**src/rtl/conversor_pkg.sv**
```systemverilog
// conversor_pkg: shared types and constants for the binary-to-BCD converter
package conversor_pkg;
  typedef enum logic [1:0] {OCIOSO, DESLOCA, FIM} estado_t;
  localparam int NIBBLE_W = 4;
  localparam int AJUSTE_LIMIAR = 5;
  localparam int AJUSTE_SOMA = 3;
  function automatic logic digitos_suficientes(int w, int d);
    return real'(d) * 3.321928094887362 > real'(w);
  endfunction
endpackage

```
**src/rtl/conversor_bcd_if.sv**
```systemverilog
// conversor_bcd_if: request/result bundle; estouro exists only with CONVERSOR_OVERFLOW_EN
interface conversor_bcd_if #(parameter int WIDTH = 8, parameter int DIGITS = 3);
  logic start;
  logic [WIDTH-1:0] valor;
  logic ocupado;
  logic pronto;
  logic flag;
  logic [4*DIGITS-1:0] digitos;
`ifdef CONVERSOR_OVERFLOW_EN
  logic estouro;
  modport master(output start, valor, input ocupado, pronto, flag, digitos, estouro);
  modport slave(input start, valor, output ocupado, pronto, flag, digitos, estouro);
`else
  modport master(output start, valor, input ocupado, pronto, flag, digitos);
  modport slave(input start, valor, output ocupado, pronto, flag, digitos);
`endif
endinterface

```
**src/rtl/ajuste_bcd.sv**
```systemverilog
// ajuste_bcd: add-3 correction of one BCD nibble before a double-dabble shift
module ajuste_bcd
  import conversor_pkg::*;
(
  input  logic [NIBBLE_W-1:0] nib_i,
  output logic [NIBBLE_W-1:0] nib_o
);
  assign nib_o = nib_i >= NIBBLE_W'(AJUSTE_LIMIAR) ? nib_i + NIBBLE_W'(AJUSTE_SOMA) : nib_i;
endmodule

```
**src/rtl/conversor_bcd.sv**
```systemverilog
// conversor_bcd: sequential shift-and-add-3 binary-to-BCD converter
// CONVERSOR_OVERFLOW_EN adds a guard nibble and the estouro saturation output.
module conversor_bcd
  import conversor_pkg::*;
#(
  parameter int WIDTH = 8,
  parameter int DIGITS = 3
) (
  input logic clk,
  input logic rst,
  conversor_bcd_if.slave bus
);
`ifdef CONVERSOR_OVERFLOW_EN
  localparam int NG = DIGITS + 1;
`else
  localparam int NG = DIGITS;
  if (!digitos_suficientes(WIDTH, DIGITS)) begin : g_chk
    $error("conversor_bcd: DIGITS too small for WIDTH");
  end
`endif
  localparam int SW = NIBBLE_W * NG;
  localparam int DW = NIBBLE_W * DIGITS;
  localparam int CW = $clog2(WIDTH + 1);
  estado_t estado_q, estado_d;
  logic [WIDTH-1:0] bin_q, bin_d;
  logic [SW-1:0] scr_q, scr_d, adj;
  logic [CW-1:0] cnt_q, cnt_d;
  logic [DW-1:0] dig_q, dig_d;
  logic pronto_q, pronto_d;
  logic [SW+WIDTH-1:0] sh;
`ifdef CONVERSOR_OVERFLOW_EN
  logic est_q, est_d;
`endif
  for (genvar i = 0; i < NG; i++) begin : g_aj
    ajuste_bcd u_aj (.nib_i(scr_q[NIBBLE_W*i +: NIBBLE_W]), .nib_o(adj[NIBBLE_W*i +: NIBBLE_W]));
  end
  assign sh = {adj, bin_q} << 1;
  always_ff @(posedge clk) begin
    if (rst) begin
      estado_q <= OCIOSO;
      bin_q <= '0;
      scr_q <= '0;
      cnt_q <= '0;
      dig_q <= '0;
      pronto_q <= 1'b0;
`ifdef CONVERSOR_OVERFLOW_EN
      est_q <= 1'b0;
`endif
    end else begin
      estado_q <= estado_d;
      bin_q <= bin_d;
      scr_q <= scr_d;
      cnt_q <= cnt_d;
      dig_q <= dig_d;
      pronto_q <= pronto_d;
`ifdef CONVERSOR_OVERFLOW_EN
      est_q <= est_d;
`endif
    end
  end
  always_comb begin
    estado_d = estado_q == OCIOSO  ? (bus.start ? DESLOCA : OCIOSO) :
               estado_q == DESLOCA ? (cnt_q == CW'(1) ? FIM : DESLOCA) : OCIOSO;
  end
  always_comb begin
    bin_d = bin_q;
    scr_d = scr_q;
    cnt_d = cnt_q;
    dig_d = dig_q;
    pronto_d = 1'b0;
`ifdef CONVERSOR_OVERFLOW_EN
    est_d = est_q;
`endif
    if (estado_q == OCIOSO && bus.start) begin
      bin_d = bus.valor;
      scr_d = '0;
      cnt_d = CW'(WIDTH);
    end
    if (estado_q == DESLOCA) begin
      scr_d = sh[SW+WIDTH-1 -: SW];
      bin_d = sh[WIDTH-1:0];
      cnt_d = cnt_q - CW'(1);
    end
    if (estado_q == FIM) begin
      pronto_d = 1'b1;
`ifdef CONVERSOR_OVERFLOW_EN
      est_d = |scr_q[SW-1 -: NIBBLE_W];
      dig_d = est_d ? {DIGITS{4'h9}} : scr_q[DW-1:0];
`else
      dig_d = scr_q[DW-1:0];
`endif
    end
  end
  always_comb begin
    bus.ocupado = estado_q != OCIOSO;
    bus.flag = estado_q != OCIOSO;
    bus.pronto = pronto_q;
    bus.digitos = dig_q;
`ifdef CONVERSOR_OVERFLOW_EN
    bus.estouro = est_q;
`endif
  end
endmodule
```
**src/flat_wrapper.sv**
```systemverilog
// flat-port wrapper written by rule: the top's interface ports become plain ports
module conversor_bcd_flat import conversor_pkg::*;
#(
  parameter int WIDTH = 8,
  parameter int DIGITS = 3
)
  (clk, rst, bus_start, bus_valor, bus_ocupado, bus_pronto, bus_flag, bus_digitos);
  conversor_bcd_if #(.WIDTH(WIDTH), .DIGITS(DIGITS)) bus_i ();
  input logic clk;
  input logic rst;
  input wire logic [$bits(bus_i.start)-1:0] bus_start;
  input wire logic [$bits(bus_i.valor)-1:0] bus_valor;
  output wire logic [$bits(bus_i.ocupado)-1:0] bus_ocupado;
  output wire logic [$bits(bus_i.pronto)-1:0] bus_pronto;
  output wire logic [$bits(bus_i.flag)-1:0] bus_flag;
  output wire logic [$bits(bus_i.digitos)-1:0] bus_digitos;
  assign bus_i.start = bus_start;
  assign bus_i.valor = bus_valor;
  assign bus_ocupado = bus_i.ocupado;
  assign bus_pronto = bus_i.pronto;
  assign bus_flag = bus_i.flag;
  assign bus_digitos = bus_i.digitos;
  conversor_bcd #(.WIDTH(WIDTH), .DIGITS(DIGITS)) u_core (.clk(clk), .rst(rst), .bus(bus_i));
endmodule
```
**config.mk**
```make
export PLATFORM = sky130hd
export DESIGN_NAME = conversor_bcd_flat
export DESIGN_NICKNAME = d
export VERILOG_FILES = /design/src/rtl/conversor_pkg.sv /design/src/rtl/conversor_bcd_if.sv /design/src/rtl/ajuste_bcd.sv /design/src/rtl/conversor_bcd.sv /design/src/flat_wrapper.sv
export SDC_FILE = /design/constraint.sdc
export NUM_CORES = 1
export LEC_CHECK = 0
export CORE_MARGIN = 2
export CORE_UTILIZATION = 30
export DETAILED_ROUTE_END_ITERATION = 10
export GPL_TIMING_DRIVEN = 0
export PLACE_DENSITY_LB_ADDON = 0.12
export SYNTH_ARGS = -nofsm -noshare
export SYNTH_HDL_FRONTEND = slang
export SYNTH_SLANG_ARGS = --single-unit
export TNS_END_PERCENT = 10
```
**constraint.sdc**
```tcl
create_clock -name clk -period 1.41 [get_ports clk]
set_input_delay 0.282 -clock clk [delete_from_list [all_inputs] [get_ports clk]]
set_output_delay 0.282 -clock clk [all_outputs]
set_load 0.01 [all_outputs]
```
==> results of run 1 <==
[cell usage in the layout (no fill, tap or decap), types with 2 or more instances in the layout]
cell type,synthesis,layout
dfxtp_2,0,6
nand3_1,3,3
dlygate4sd2_1,0,13
buf_4,1,3
nor2b_1,8,8
clkdlybuf4s50_1,0,9
ha_1,8,8
xnor2_1,3,3
inv_2,1,2
nand2_1,27,26
nor2_4,3,4
o21ai_0,6,6
a21oi_1,19,18
a22o_1,8,8
dfxtp_1,39,32
clkbuf_8,0,6
buf_6,2,4
nand2b_1,4,4
o22ai_1,7,7
buf_2,3,2
nor2_1,19,19
xor2_1,2,2
inv_1,8,7
nor3_1,11,11
a21oi_2,2,2
mux2i_1,3,3
clkbuf_1,4,4
[state kept, by name, indices dropped and copies added (netlist names)]
name	count
u_core.bus.pronto	1
u_core.scr_q	12
u_core.bin_q	8
u_core.cnt_q	4
u_core.bus.digitos	12
u_core.estado_q	2
[power groups by stage]
stage	clock [µW]	combinational (µW)	sequential, µW
2_1_floorplan	0	184	1180
3_3_place_gp	0	265	1190
3_5_place_dp	0	266	1190
4_1_cts	1010	276	1170
5_1_grt	1060	301	1170
6_report	971	267	1170
[area by class of cell]
class / instances / share of cell area
Buffer: 8 / 0.0223
Multi-Input combinational cell: 146 / 0.404
Tap cell: 72 / 0.0401
Sequential cell: 39 / 0.353
Inverter: 9 / 0.0150
Clock buffer: 6 / 0.0368
Timing Repair Buffer: 28 / 0.113
Clock inverter: 2 / 0.0156
[path summary, 6_finish.rpt]
kind,startpoint,to,slack (ns),cells past startpoint
hold reg to reg,u_core.bus.digitos[11],u_core.bus.digitos[11],0.45,2
hold / removal,u_core.bus.digitos[11],u_core.bus.digitos[11],0.45,2
setup reg to reg,u_core.scr_q[1],u_core.scr_q[2],0.07,6
setup / recovery,u_core.estado_q[1],bus_ocupado,0.006,3
[kinds of logic (layout without fill, tap and decap cells)]
| family | count (synthesis) | count (layout) | share of synthesized area |
|---|---|---|---|
| AO/OA/AOI/OAI | 47 | 47 | 0.173 |
| XOR/XNOR | 5 | 5 | 0.0249 |
| flip-flops | 39 | 39 | 0.443 |
| AND/OR/NAND/NOR | 83 | 83 | 0.232 |
| multiplexers | 3 | 3 | 0.0170 |
| adder cells (fa/ha/maj) | 8 | 8 | 0.0568 |
| buffers and inverters | 19 | 53 | 0.0533 |
[through the flow]
| stage | setup TNS, ns | power (µW) |
|---|---|---|
| 6_report | 0 | 2400 |
| 5_1_grt | -0.0577 | 2530 |
| 4_1_cts | -0.0596 | 2450 |
| 3_5_place_dp | -4.73 | 1460 |
| 3_3_place_gp | -4.86 | 1460 |
| 2_1_floorplan | 0 | 1370 |
[worst max-delay path, cell delays in order, from the launching register on]
cell     delay [ns]
dfxtp_4        0.37
or2_4          0.24
buf_6          0.11
buf_6          0.11
[timing repair]
item                                    4_1_cts  5_1_grt
endpoints found under the hold margin         0        0
cloned                                        0        0
buffers inserted                              1        3
gates resized for setup                      30        9
endpoints found under the setup margin       17       24
pin swaps                                     2        3
[cell usage after synthesis (all sizes together)]
master	n	area [µm²]
a2bb2oi	1	8.76
a22o	8	70.1
clkbuf	4	15.0
nor3b	1	7.51
nor2	23	111
nand3b	1	7.51
and2b	1	7.51
a311oi	1	15.0
dfxtp	39	781
mux2i	3	30.0
nand3	3	15.0
ha	8	100
nor3	11	55.1
o21ai	7	35.0
o22ai	7	43.8
a22oi	1	7.51
xor2	2	17.5
nand2b	5	33.8
xnor2	3	26.3
or2	2	12.5
a21oi	21	113
nand2	27	101
buf	6	45.0
a211oi	1	12.5
and3	1	6.26
nor2b	8	50.1
inv	9	33.8
[routing by layer]
| layer | vias up | global-route usage | wire length (µm) |
|---|---|---|---|
| met5 | - | 0 | 0 |
| met4 | 0 | 0.0559 | 70 |
| met3 | 5 | 0.0404 | 143 |
| met2 | 27 | 0.213 | 1640 |
| met1 | 652 | 0.165 | 1960 |
| li1 | 758 | - | - |
==> results.yml, run 1 <==
run_status:
  outcome: "finished, final reports clean"
worst_setup_path:
  critPathKind: "reg -> out"
  worstPathRequired_ns: 1.13
  crit_arrival_ns: 1.12
  path_max_fanout: 7
  critPathLaunchType: "flop"
  cp-end-kind: "primary output"
placed_design:
  pre_cts_ws_ns: -0.254
  place_congestion: 0.752
  place_area_um2: 2090
  port_buffers: 24
  hpwlAfterDp_um: 2620
  placed_cells: 300
clocking:
  cts-hold-fix-buffers: 0
  cts_tree: "built"
  clock_path_buffers: 2
  clk_pin_slew_ns: 0.08
  cts_sinks: 39
  cts_buffers: 5
  clk_latency_ns: 0.29
  cts-root-buf: "clkbuf_8"
  h-tree-depth: 2
power_and_ir_drop:
  p_clk_frac: 0.404
  comb_power_share: 0.111
  p_leak_uw: 0.000911
  seq_power_share: 0.485
  switchingPower_uw: 569
  p_per_area_nw_per_um2: 1070
  switching_share: 0.237
  ir_drop_mv: 0.427
  power.internal_uw: 1840
timing:
  hold_viol_final: 0
  holdWs_ns: 0.452
  finClkSkew_ns: 0.00644
  min_period_over_period: 0.996
  period_minus_slack_ns: 1.40
  rsz0062_at_grt: "true"
  fmax_mhz: 712
  setup_viol: 0
  final_max_slew_viol_count: 0
  worst_pin_slew_ns: 0.578
  slew-limit-headroom: 0.614
  layout_setup_ws_ns: 0.00603
finish:
  post-route-util: 0.403
  finish.net_count: 256
  diodes: 0
  multiInputGateArea_um2: 908
  register_area_um2: 792
  drive_gt1_frac: 0.164
  area.growth.synth_to_final_pct: 27.5
  fill_cells: 609
  final_area_um2: 2250
  instances_no_fill: 310
die:
  start_util: 0.316
  ios: 26
  core_region_area_um2: 5570
  die_w_um: 80.6
  die_y_um: 80.6
  core.rowCount: 27
  dieArea_um2: 6500
global_routing:
  grt-ovfl-total: 0
  grt_use_total: 0.133
  grt_pass1_wl_um: 6460
  antenna_found_initial: 0
  grt_max_degree: 13
  grt_pass1_vias: 1328
routing:
  viasPerCell: 4.65
  dr_total_vias: 1442
  avgRoutedWirePerCell_um: 12.3
  drc_errors: 0
  drt_iter0_drc: 33
  ant_nets: 0
  totalWireLength_um: 3810
  first_pass_iters: 4
yosys:
  ys_warn_count: 0
  synthCells: 204
  syn-num-nets: 223
  synthesis.area_um2: 1760
  syn_avg_cell_area_um2: 8.64
  ys_types: 36
  ys_ff_latch: 39
  seq_area_frac_synth: 0.443
flow_run:
  max_cap_violations: 0
hold_path:
  min_path_type: "reg -> reg"
Note: power is estimated with default switching activity, not from simulation.
==> inputs of run 2 (changes only) <==
Settings changed: PLACE_DENSITY set to 0.45, PLACE_DENSITY_LB_ADDON 0.12 to unset.
==> results.yml, run 2 (same netlist as run 1, synthesis figures left out) <==
placed_design:
  place_area_um2: 2090
  port_buffers: 24
  hpwlAfterDp_um: 2670
  place_congestion: 0.734
  pre_cts_ws_ns: -0.258
timing:
  fmax_mhz: 723
  finClkSkew_ns: 0.00470
  slew-limit-headroom: 0.642
  hold_viol_final: 0
  worst_pin_slew_ns: 0.537
  holdWs_ns: 0.454
  layout_setup_ws_ns: 0.0277
  final_max_slew_viol_count: 0
  min_period_over_period: 0.980
  period_minus_slack_ns: 1.38
  setup_viol: 0
  rsz0062_at_grt: "true"
clocking:
  cts_buffers: 5
  clk_pin_slew_ns: 0.08
  cts-hold-fix-buffers: 0
  clk_latency_ns: 0.29
  clock_path_buffers: 2
  cts-root-buf: "clkbuf_8"
  cts_tree: "built"
  h-tree-depth: 2
  cts_sinks: 39
routing:
  totalWireLength_um: 3910
  avgRoutedWirePerCell_um: 12.6
  first_pass_iters: 4
  drc_errors: 0
  ant_nets: 0
  viasPerCell: 4.66
  drt_iter0_drc: 50
  dr_total_vias: 1439
worst_setup_path:
  timing.critical_path.mode_cell: "buf_6"
  r2r_end: "u_core.scr_q[10]"
  worstPathRequired_ns: 1.13
  cp-end-kind: "primary output"
  critPathLaunchType: "flop"
  r2r_start: "u_core.scr_q[9]"
  slowest_delay_ns: 0.33
  crit_path_top_delay_cell: "dfxtp_2"
  crit_path_cell_trace: "or2_4 -> buf_6 -> buf_6"
  critPathKind: "reg -> out"
  r2r_setup_slack_ns: 0.09
  crit_arrival_ns: 1.10
  reg2reg_depth: 6
  path_max_fanout: 3
die:
  start_util: 0.316
  die_y_um: 80.6
  ios: 26
  core.rowCount: 27
  dieArea_um2: 6500
  core_region_area_um2: 5570
  die_w_um: 80.6
finish:
  final_common_cell: "dfxtp_1"
  post-route-util: 0.392
  final_area_um2: 2190
  finish.net_count: 255
  final_cell_mix: "dfxtp_1, nand2_1, nor2_1, a21oi_1, dlygate4sd2_1"
  diodes: 0
  drive_gt1_frac: 0.152
  area.growth.synth_to_final_pct: 24.1
  fill_cells: 604
hold_path:
  worstHoldEndpoint: "u_core.bus.digitos[7]"
  min_from: "u_core.bus.digitos[7]"
  min_path_type: "reg -> reg"
  min_path_cells: 2
flow_run:
  max_cap_violations: 0
power_and_ir_drop:
  p_total_uw: 2170
  p_leak_uw: 0.000883
  p_per_area_nw_per_um2: 994
  ir_drop_mv: 0.459
global_routing:
  grt_use_total: 0.135
  grt_pass1_wl_um: 6580
  antenna_found_initial: 0
  grt_max_degree: 12
  grt-ovfl-total: 0
  grt_pass1_vias: 1368
run_status:
  outcome: "finished, final reports clean"
## run 2: changes by cell type in the layout (fill, tap and decap cells not counted), sizes merged
cell and delta:
bufinv -1
## run 2: report_power, final
part	internal [µW]	switching, µW
Clock	348	395
Combinational	123	143
Sequential	1140	27.7
Total	1610	566
## run 2: layout make-up
| type | count | area (µm²) | area share |
|---|---|---|---|
| clock inverters | 1 | 5.00 | 0.00229 |
| plain buffers | 9 | 55.1 | 0.0252 |
| well taps | 72 | 90.1 | 0.0412 |
| inverters | 9 | 33.8 | 0.0154 |
| repair buffers | 26 | 235 | 0.108 |
| multi-input cells | 146 | 901 | 0.412 |
| clock buffers | 7 | 76.3 | 0.0349 |
| flip-flops and latches | 39 | 791 | 0.362 |
## run 2: repair_timing
| item | 4_1_cts | 5_1_grt |
|---|---|---|
| buffers inserted | 1 | 1 |
| resized for setup | 27 | 11 |
| pin swaps | 1 | 5 |
| endpoints found under the setup margin | 15 | 25 |
## run 2: worst max-delay path: cells and delay by family (launching register included)
family,cells,cell delay (ns)
buf+inv,2,0.22
flops,1,0.33
simple gates,1,0.26
## run 2: worst max-delay path by stage
stage | slack, ns | end | from
after CTS | -0.06 | bus_ocupado | u_core.estado_q[0]
after detailed placement | -0.26 | u_core.scr_q[1] | bus_start
after global routing | -0.02 | u_core.scr_q[6] | u_core.scr_q[5]
final | 0.03 | bus_ocupado | u_core.estado_q[0]
after floorplan | 0.12 | u_core.scr_q[10] | u_core.scr_q[9]
after global placement | -0.28 | u_core.scr_q[1] | bus_start
## run 2: per-layer routing
metal	up-vias	wire, µm	global-route usage
li1	763	-	-
met1	645	1870	0.161
met2	29	1810	0.220
met3	2	201	0.0517
met4	0	29	0.0475
met5	-	0	0
## run 2: through the flow
step	instances	TNS, ns
global route	309	-0.0385
floorplan	204	0
finish	309	0
detailed placement	300	-4.57
CTS	309	-0.0555
global placement	300	-4.93
